==> src/rtl/gavg_sequencer_pkg.sv <==
// Shared CNN layer-controller package: state encodings and sizing helper.
package gavg_sequencer_pkg;

    // State encodings shared with the other layer controllers
    localparam logic [1:0] ST_IDLE   = 2'd0;
    localparam logic [1:0] ST_ACCUM  = 2'd1;
    localparam logic [1:0] ST_DIVIDE = 2'd2;
    localparam logic [1:0] ST_OUTPUT = 2'd3;

    typedef enum logic [1:0] {
        IDLE   = ST_IDLE,
        ACCUM  = ST_ACCUM,
        DIVIDE = ST_DIVIDE,
        OUTPUT = ST_OUTPUT
    } gavg_state_e;

    // Number of pixels in one feature map
    function automatic int gavg_pix_total(input int w, input int h);
        return w * h;
    endfunction

endpackage

==> src/rtl/gavg_sequencer_if.sv <==
// Handshake/control bundle between the sequencer, the pixel producer,
// the averaging datapath and the downstream consumer.
// master = sequencer side, slave = producer/datapath/consumer side.
interface gavg_sequencer_if;
    logic Valid_In;
    logic Ready_In;
    logic acc_clr;
    logic acc_en;
    logic div_start;
    logic div_done;
    logic Valid_Out;
    logic Ready_Out;

    modport master (
        input  Valid_In, div_done, Ready_Out,
        output Ready_In, acc_clr, acc_en, div_start, Valid_Out
    );

    modport slave (
        output Valid_In, div_done, Ready_Out,
        input  Ready_In, acc_clr, acc_en, div_start, Valid_Out
    );
endinterface

==> src/rtl/gavg_sequencer_pix_counter.sv <==
// Pixel counter for one frame: clear has priority; clear together with
// enable loads 1 so the first pixel of a frame is counted in the same cycle.
module gavg_pix_counter #(
    parameter int CNT_WIDTH = 12,
    parameter int TERM      = 0
) (
    input  logic clk,
    input  logic rst,
    input  logic i_clr,
    input  logic i_en,
    output logic o_tc
);
    localparam logic [CNT_WIDTH-1:0] TERM_C = CNT_WIDTH'(TERM);

    logic [CNT_WIDTH-1:0] r_cnt;

    // Count accepted pixels; clear restarts the frame
    always_ff @(posedge clk) begin
        if (rst)
            r_cnt <= '0;
        else if (i_clr)
            r_cnt <= i_en ? CNT_WIDTH'(1) : '0;
        else if (i_en)
            r_cnt <= r_cnt + CNT_WIDTH'(1);
    end

    assign o_tc = (r_cnt == TERM_C);
endmodule

==> src/rtl/gavg_sequencer.sv <==
// Global average pooling control sequencer: counts one frame of pixels into
// the datapath accumulator, kicks the divide, then holds the result until
// downstream takes it. No datapath lives here.
module gavg_sequencer
    import gavg_sequencer_pkg::*;
#(
    parameter int IMG_WIDTH   = 44,
    parameter int IMG_HEIGHT  = 44,
    parameter int CNT_WIDTH   = 12,
    parameter int FRAME_WIDTH = 16
) (
    input  logic                   clk,
    input  logic                   rst,
    gavg_sequencer_if.master       bus,
    output logic                   busy,
    output logic [FRAME_WIDTH-1:0] frame_cnt,
    output logic                   err_spurious
);
    localparam int N = gavg_pix_total(IMG_WIDTH, IMG_HEIGHT);

    gavg_state_e            r_state;
    gavg_state_e            w_next;
    logic                   r_rst_q;
    logic                   r_div_start;
    logic [FRAME_WIDTH-1:0] r_frame_cnt;
    logic                   r_err;
    logic                   w_ready_in;
    logic                   w_rdy_ok;
    logic                   w_acc_en;
    logic                   w_acc_clr;
    logic                   w_cnt_clr;
    logic                   w_cnt_en;
    logic                   w_tc;
    logic                   w_valid_out;
    logic                   w_busy;

    gavg_pix_counter #(
        .CNT_WIDTH (CNT_WIDTH),
        .TERM      (N - 1)
    ) u_pix_cnt (
        .clk   (clk),
        .rst   (rst),
        .i_clr (w_cnt_clr),
        .i_en  (w_cnt_en),
        .o_tc  (w_tc)
    );

    // Input is refused while reset is held and for one cycle after it
    assign w_rdy_ok = !rst && !r_rst_q;

    // Next-state and control decode; handshake outputs depend on state only
    always_comb begin
        w_next      = r_state;
        w_ready_in  = 1'b0;
        w_acc_en    = 1'b0;
        w_acc_clr   = 1'b0;
        w_cnt_clr   = 1'b0;
        w_cnt_en    = 1'b0;
        w_valid_out = 1'b0;
        w_busy      = (r_state != IDLE);
        case (r_state)
            IDLE: begin
                w_ready_in = w_rdy_ok;
                if (bus.Valid_In && w_rdy_ok) begin
                    w_acc_en  = 1'b1;
                    w_acc_clr = 1'b1;
                    w_cnt_clr = 1'b1;
                    if (N == 1) begin
                        w_next = DIVIDE;
                    end else begin
                        w_next   = ACCUM;
                        w_cnt_en = 1'b1;
                    end
                end
            end
            ACCUM: begin
                w_ready_in = w_rdy_ok;
                if (bus.Valid_In && w_rdy_ok) begin
                    w_acc_en = 1'b1;
                    if (w_tc) begin
                        w_next    = DIVIDE;
                        w_cnt_clr = 1'b1;
                    end else begin
                        w_cnt_en = 1'b1;
                    end
                end
            end
            DIVIDE: begin
                if (bus.div_done)
                    w_next = OUTPUT;
            end
            OUTPUT: begin
                w_valid_out = 1'b1;
                if (bus.Ready_Out)
                    w_next = IDLE;
            end
            default: w_next = IDLE;
        endcase
        if (rst) begin
            w_valid_out = 1'b0;
            w_busy      = 1'b0;
        end
    end

    // State register
    always_ff @(posedge clk) begin
        if (rst)
            r_state <= IDLE;
        else
            r_state <= w_next;
    end

    // Remember that reset was just released
    always_ff @(posedge clk) begin
        r_rst_q <= rst;
    end

    // Divide kick: one registered pulse on entry to DIVIDE
    always_ff @(posedge clk) begin
        if (rst)
            r_div_start <= 1'b0;
        else
            r_div_start <= (w_next == DIVIDE) && (r_state != DIVIDE);
    end

    // Completed output transfers, wrapping at the counter width
    always_ff @(posedge clk) begin
        if (rst)
            r_frame_cnt <= '0;
        else if (r_state == OUTPUT && bus.Ready_Out)
            r_frame_cnt <= r_frame_cnt + FRAME_WIDTH'(1);
    end

    // Sticky flag for a divide-done pulse that arrives outside DIVIDE
    always_ff @(posedge clk) begin
        if (rst)
            r_err <= 1'b0;
        else if (bus.div_done && r_state != DIVIDE)
            r_err <= 1'b1;
    end

    assign bus.Ready_In  = w_ready_in;
    assign bus.acc_en    = w_acc_en;
    assign bus.acc_clr   = w_acc_clr;
    assign bus.div_start = r_div_start && !rst;
    assign bus.Valid_Out = w_valid_out;
    assign busy          = w_busy;
    assign frame_cnt     = r_frame_cnt;
    assign err_spurious  = r_err;
endmodule
==> src/flat_wrapper.sv <==
// flat-port wrapper written by rule: the top's interface ports become plain ports
module gavg_sequencer_flat import gavg_sequencer_pkg::*;
#(
    parameter int IMG_WIDTH   = 44,
    parameter int IMG_HEIGHT  = 44,
    parameter int CNT_WIDTH   = 12,
    parameter int FRAME_WIDTH = 16
)
  (clk, rst, busy, frame_cnt, err_spurious, bus_Valid_In, bus_div_done, bus_Ready_Out, bus_Ready_In, bus_acc_clr, bus_acc_en, bus_div_start, bus_Valid_Out);
  gavg_sequencer_if bus_i ();
  input  logic clk;
  input  logic rst;
  output logic busy;
  output logic [FRAME_WIDTH-1:0] frame_cnt;
  output logic err_spurious;
  input wire logic [$bits(bus_i.Valid_In)-1:0] bus_Valid_In;
  input wire logic [$bits(bus_i.div_done)-1:0] bus_div_done;
  input wire logic [$bits(bus_i.Ready_Out)-1:0] bus_Ready_Out;
  output wire logic [$bits(bus_i.Ready_In)-1:0] bus_Ready_In;
  output wire logic [$bits(bus_i.acc_clr)-1:0] bus_acc_clr;
  output wire logic [$bits(bus_i.acc_en)-1:0] bus_acc_en;
  output wire logic [$bits(bus_i.div_start)-1:0] bus_div_start;
  output wire logic [$bits(bus_i.Valid_Out)-1:0] bus_Valid_Out;
  assign bus_i.Valid_In = bus_Valid_In;
  assign bus_i.div_done = bus_div_done;
  assign bus_i.Ready_Out = bus_Ready_Out;
  assign bus_Ready_In = bus_i.Ready_In;
  assign bus_acc_clr = bus_i.acc_clr;
  assign bus_acc_en = bus_i.acc_en;
  assign bus_div_start = bus_i.div_start;
  assign bus_Valid_Out = bus_i.Valid_Out;
  gavg_sequencer #(.IMG_WIDTH(IMG_WIDTH), .IMG_HEIGHT(IMG_HEIGHT), .CNT_WIDTH(CNT_WIDTH), .FRAME_WIDTH(FRAME_WIDTH)) u_core (.clk(clk), .rst(rst), .bus(bus_i), .busy(busy), .frame_cnt(frame_cnt), .err_spurious(err_spurious));
endmodule
==> config.mk <==
export PLATFORM = sky130hd
export DESIGN_NAME = gavg_sequencer_flat
export DESIGN_NICKNAME = d
export VERILOG_FILES = /design/src/rtl/gavg_sequencer_pkg.sv /design/src/rtl/gavg_sequencer_if.sv /design/src/rtl/gavg_sequencer_pix_counter.sv /design/src/rtl/gavg_sequencer.sv /design/src/flat_wrapper.sv
export SDC_FILE = /design/constraint.sdc
export NUM_CORES = 1
export LEC_CHECK = 0
export ABC_AREA = 1
export BUFFER_PORTS_ARGS = -buffer_cell sky130_fd_sc_hd__buf_4
export CAP_MARGIN = 20
export CELL_PAD_IN_SITES_DETAIL_PLACEMENT = 1
export CELL_PAD_IN_SITES_GLOBAL_PLACEMENT = 2
export CORE_MARGIN = 2
export CORE_UTILIZATION = 33
export CTS_CLUSTER_SIZE = 16
export DETAILED_ROUTE_END_ITERATION = 8
export GPL_TIMING_DRIVEN = 0
export HOLD_SLACK_MARGIN = 0.02
export PLACE_DENSITY = 0.83
export SETUP_SLACK_MARGIN = 0.02
export SKIP_LAST_GASP = 1
export SLEW_MARGIN = 20
export SYNTH_ARGS = -nofsm -noshare
export SYNTH_HDL_FRONTEND = slang
export SYNTH_HIERARCHICAL = 1
export SYNTH_SLANG_ARGS = --single-unit
==> constraint.sdc <==
create_clock -name clk -period 3.9 [get_ports clk]
set_clock_uncertainty 0.15 [all_clocks]
set_input_delay 0.585 -clock clk [delete_from_list [all_inputs] [get_ports clk]]
set_output_delay 0.585 -clock clk [all_outputs]
set_load 0.03 [all_outputs]
After elaboration in Yosys (flattened, before gate mapping)
Index checks and enable logic that the tools add are counted.
Word-level totals
  bits in registers: 33
  output and inout bits: 23
Cells by class
  $add $sub $neg: 2
  eq/ne operators: 6
  muxes and demuxes: 22
  reductions and logical operators: 12
Operators with widths (count)
  $mux W12: 2
  $add A16 B1 Y16 const B: 1
  $add A12 B1 Y12 const B: 1
  $eq A12 B11 Y1 const B: 1
  $mux W1: 12
  $mux W2: 5
  $pmux W2 S4: 1
  $eq A2 B2 Y1 const B: 3
  $logic_and A1 B1 Y1: 6
  $pmux W1 S2: 2
  $reduce_bool A2 Y1: 2
  $eq A2 B1 Y1 const B: 1
  $logic_not A1 Y1: 2
  $logic_not A2 Y1: 1
  $ne A2 B2 Y1 const B: 1
  $reduce_or A2 Y1: 1

Depth between registers and ports, before layout
  depth in word-level cells: 7
  mapped depth: 14

Modules after synthesis
Netlist, hierarchy kept.
Modules (own cells, without submodules)
  gavg_sequencer: times used 1, cells each 150, area each 1042.2 um^2, seq. area each 420.4 um^2
  gavg_pix_counter: times used 1, cells each 86, area each 631.9 um^2, seq. area each 240.2 um^2

Least setup slack after synthesis
No wires, ideal clock.
  path type: input -> register
  start point: input port rst
  end point: register u_core.u_pix_cnt.r_cnt[11]
  setup time: 0.110 ns
  arrival time: 1.899 ns
  required time: 3.640 ns
  setup slack: 1.741 ns
  stages on the path: 9
  buffers on the path: 0
  cell sequence: nor2_1 -> nand2_1 -> nor2_1 -> o21a_1 -> nor2_4 -> nor2_8 -> nand4_1 -> nand2_1 -> nor2_1
On the way
  longest elaborated chain between the ends: 6
  elaborated cells between the ends (all ways): 10
  classes of those cells: mux (6); reduce/logical (4)
RTL lines
  start: declaration: RTL line flat_wrapper.sv:12  | input logic rst;
  $logic_not A1 Y1 (*): RTL line gavg_sequencer.sv:49  | assign w_rdy_ok = !rst && !r_rst_q;
  $logic_and A1 B1 Y1 (*): RTL line gavg_sequencer.sv:49
  $logic_and A1 B1 Y1 (*): RTL line gavg_sequencer.sv:64, gavg_sequencer.sv:78
  $mux W1, on equally long branches: RTL line gavg_sequencer.sv:78, gavg_sequencer.sv:64
  $pmux W1 S2 (*): RTL line gavg_sequencer.sv:61  | case (r_state)
  named net u_core.w_cnt_en: RTL line gavg_sequencer.sv:32  | logic w_cnt_en;
  $reduce_bool A2 Y1 (no source line) (*)
  end signal: assignment: RTL line gavg_sequencer_pix_counter.sv:22  | r_cnt <= i_en ? CNT_WIDTH'(1) : '0;
  end signal: assignment: RTL line gavg_sequencer_pix_counter.sv:24  | r_cnt <= r_cnt + CNT_WIDTH'(1);
  end: declaration: RTL line gavg_sequencer_pix_counter.sv:15  | logic [CNT_WIDTH-1:0] r_cnt;
Mark *: on every way through the listed nets, which the timed path passes. The rest lies on a longest branch.
A chain may end at the register's enable or synchronous reset.

Worst setup path after layout
  start point: register u_core.u_pix_cnt.r_cnt[7]
  end point: register u_core.u_pix_cnt.r_cnt[11]
On the way
  longest elaborated chain between the ends: 5
  elaborated cells between the ends (all ways): 11
  classes of those cells: add/sub (1); eq/ne (1); mux (8); reduce/logical (1)
RTL lines
  $eq A12 B11 Y1 (*): RTL line gavg_sequencer_pix_counter.sv:27  | assign o_tc = (r_cnt == TERM_C);
  named net u_core.w_tc: RTL line gavg_sequencer.sv:33  | logic w_tc;
  $mux W1 (*): RTL line gavg_sequencer.sv:80  | if (w_tc) begin
  $mux W1 (*): RTL line gavg_sequencer.sv:78  | if (bus.Valid_In && w_rdy_ok) begin
  $pmux W1 S2 (*): RTL line gavg_sequencer.sv:61
  named net u_core.w_cnt_clr: RTL line gavg_sequencer.sv:31  | logic w_cnt_clr;
  $mux W12 or $reduce_bool A2 Y1 (tied branches)
Mark *: on every way through the listed nets, which the timed path passes. The rest lies on a longest branch. The select of a mux whose other input is x is not followed.

==> results.toml <==
[detailed_routing]
vias = 1569
drtIter0Drc = 46
wl_mm = 3.957
vias_per_cell = 4.642
wl_per_cell_um = 11.71
drc = 0
ant_nets = 0
firstDrtPassIters = 3

[sta]
min_period_ns = 2.224
hold-worst-slack_ns = 0.3098
max_freq_mhz = 449.7
setup_viol_count_final = 0
worst_pin_slew_ns = 0.5215
drv_slew = 0
period_share_pct = 57.02
hold_violations = 0
final.setup.worst_slack_ns = 1.676
rsz0062_at_grt = "no"
setup_tns_ns = 0
slew_headroom_pct = 65.23

[hold_path]
hold_class = "reg2reg"

[logic_synthesis]
ys_warn_count = 6
post_synth_num_cell_types = 28
syn_nets = 243
ys_seq_area_share_pct = 39.46
synth.avg_cell_area_um2 = 7.094
synthesis.instances = 236
syn_area_mm2 = 0.001674
ys_ff_latch = 33

[final_layout]
diodes = 0
fin_nets = 277
nFillCells = 662
final_area_mm2 = 0.002062
drive_above_1_share_pct = 21.03
syn2layout_area_growth_pct = 23.17

[grt]
grt_max_degree = 11
gr-total-overflow = 0
antenna_found_initial = 0
grt.total_usage_pct = 16.38
grt_pass1_wl_mm = 6.948
grt_pass1_vias = 1535

[worst_setup_path]
crit_path_top_delay_cell = "dfxtp_1"
start_kind = "flop"
cpMostUsedCell = "nand2_1"
crit_type = "reg2reg"
critPathCaptureType = "flop"
worstPathMaxFanout = 10
arrival_ns = 2.30
required_ns = 3.98
cp_slowest_stage_delay_ns = 0.39
cp_num_buf_inv = 2
crit_path_cell_trace = "nand2_1, nor2_2, and3_2, inv_1, nor2_1, nand2_1, nand2_1, nor2_4, nor2_8, nand3_2, nand2_1, inv_1, nor2_1"
critPathTopFamily = "simple AND/OR/NAND/NOR gates"

[clocking]
clock_path_buffers = 2
clkTransAtPathRegs_ns = 0.07
cts-resized-gates = 0
ctsHoldBuffers = 0
cts.htree.levels = 2
worstSkewPairLatency_ns = 0.29
cts_buffers = 5
clock_sinks = 33
clock-root-buffer = "clkbuf_8"
tritoncts = "built"
post_cts_buffers = 0

[pwr]
seqPwrFrac_pct = 51.1
leakage_nw = 0.8904
ir_drop_mv = 0.1371
clockPowerShare_pct = 43.1
switching_share_pct = 23.54
powerDensity_mw_per_mm2 = 324.7
p_int_mw = 0.5120
p_sw_mw = 0.1576
p_comb_share_pct = 5.8
fin_total_pwr_mw = 0.6696

[job]
maxCapViolCount = 0

[status]
outcome = "complete, no violations"

[floorplanning]
die_h_um = 75.23
num_rows = 25
coreArea_mm2 = 0.004817
die_w_um = 75.23
initial_core_util_pct = 34.75
io_pins = 28
die_area_mm2 = 0.005659

[placed_design]
placed_cell_area_mm2 = 0.001961
dp_hpwl_mm = 3.083
dp_slack_ns = 1.671
port_buffers = 27
place_congestion = 0.7566
worst reg2reg max path, cell delays in order (launching register included):
cell	delay, ns
dfxtp_1	0.39
nand2_1	0.14
nor2_2	0.24
and3_2	0.22
inv_1	0.06
nor2_1	0.11
nand2_1	0.09
nand2_1	0.19
nor2_4	0.11
nor2_8	0.19
nand3_2	0.08
nand2_1	0.07
inv_1	0.04
nor2_1	0.08
state kept, by name (all words and copies together) (netlist names):
| signal | count |
|---|---|
| u_core/err_spurious | 1 |
| u_core/r_rst_q | 1 |
| u_core/r_div_start | 1 |
| u_core/u_pix_cnt/r_cnt | 12 |
| u_core/frame_cnt | 16 |
| u_core/r_state | 2 |
placed cells by master, fill, tap and decap left out, types with 5 or more instances in the layout:
master    count
nor2_2        6
nor2_1       33
inv_1        30
buf_4        28
o21ai_0       7
nand4_1       8
a21oi_1      20
nand3_1      11
nor3_1        5
clkbuf_8      7
dfxtp_1      33
nor2_4        7
nand2_1      53
cell usage after synthesis:
cell | number | area share (%)
clkbuf_1 | 1 | 0.22
o21ai_0 | 7 | 2.1
xor2_1 | 2 | 1.0
nor2_1 | 33 | 7.4
nand2_2 | 1 | 0.37
nand3_2 | 2 | 1.2
clkinv_1 | 2 | 0.45
ha_1 | 2 | 1.5
nand2_4 | 1 | 0.67
clkinv_2 | 1 | 0.30
and3_2 | 1 | 0.45
nand3b_1 | 1 | 0.45
nand2_1 | 53 | 12
nor2_2 | 6 | 2.2
dfxtp_1 | 33 | 39
a21oi_1 | 20 | 6.0
o21a_1 | 2 | 0.90
buf_4 | 1 | 0.45
nand3_1 | 11 | 3.3
inv_1 | 30 | 6.7
nor3_1 | 5 | 1.5
nor2_8 | 1 | 1.2
a21o_1 | 1 | 0.45
nor2_4 | 7 | 4.7
a31oi_1 | 2 | 0.75
nand4_1 | 8 | 3.0
o21ai_1 | 1 | 0.30
nand3_4 | 1 | 1.0
power by group through the flow:
stage | sequential (mW) | clock, mW | combinational (mW)
floorplan | 0.351 | 0 | 0.0230
global placement | 0.350 | 0 | 0.0389
detailed placement | 0.350 | 0 | 0.0395
CTS | 0.342 | 0.306 | 0.0396
global route | 0.343 | 0.315 | 0.0441
finish | 0.342 | 0.288 | 0.0389
per-stage QoR:
step                instances  util (%)
floorplan                 236         -
global placement          330     40.70
detailed placement        330     40.70
CTS                       338     42.81
global route              338     42.81
finish                    338     42.81
metal layers:
layer,global-route usage (%),share of wire (%),vias up
met1,21.37,52,716
met2,25.54,42,22
met5,0,0,-
met3,4.418,4.0,6
li1,-,-,825
met4,7.018,1.9,0
final timing paths:
check,slack (ns),to,startpoint,cells after the start
worst max-delay path,1.68,u_core/u_pix_cnt/r_cnt[11]$_SDFFE_PP0P_,u_core/u_pix_cnt/r_cnt[7]$_SDFFE_PP0P_,13
worst min-delay path,0.31,u_core/u_pix_cnt/r_cnt[10]$_SDFFE_PP0P_,u_core/u_pix_cnt/r_cnt[10]$_SDFFE_PP0P_,2
worst max register to register,1.68,u_core/u_pix_cnt/r_cnt[11]$_SDFFE_PP0P_,u_core/u_pix_cnt/r_cnt[7]$_SDFFE_PP0P_,13
worst min register to register,0.31,u_core/u_pix_cnt/r_cnt[10]$_SDFFE_PP0P_,u_core/u_pix_cnt/r_cnt[10]$_SDFFE_PP0P_,2
cell type report:
type	instances	area, µm²	area share, %
Timing Repair Buffer	27	202.7	9.830
Clock buffer	7	96.34	4.672
Multi-Input combinational cell	168	877.1	42.54
Sequential cell	33	660.6	32.04
Buffer	2	11.26	0.5461
Clock inverter	1	5.005	0.2427
Tap cell	67	83.83	4.066
Inverter	33	125.1	6.068
cell families (layout without fill, tap and decap cells):
logic type               count (synthesis)  in the layout  synth area share (%)
AND/OR/NAND/NOR                        131            131                 39.39
buffers and inverters                   35             70                 8.146
AO/OA/AOI/OAI                           33             33                 10.46
flip-flops                              33             33                 39.46
adder cells (fa/ha/maj)                  2              2                 1.495
XOR/XNOR                                 2              2                 1.047
Power figures use the tool's default switching activity.
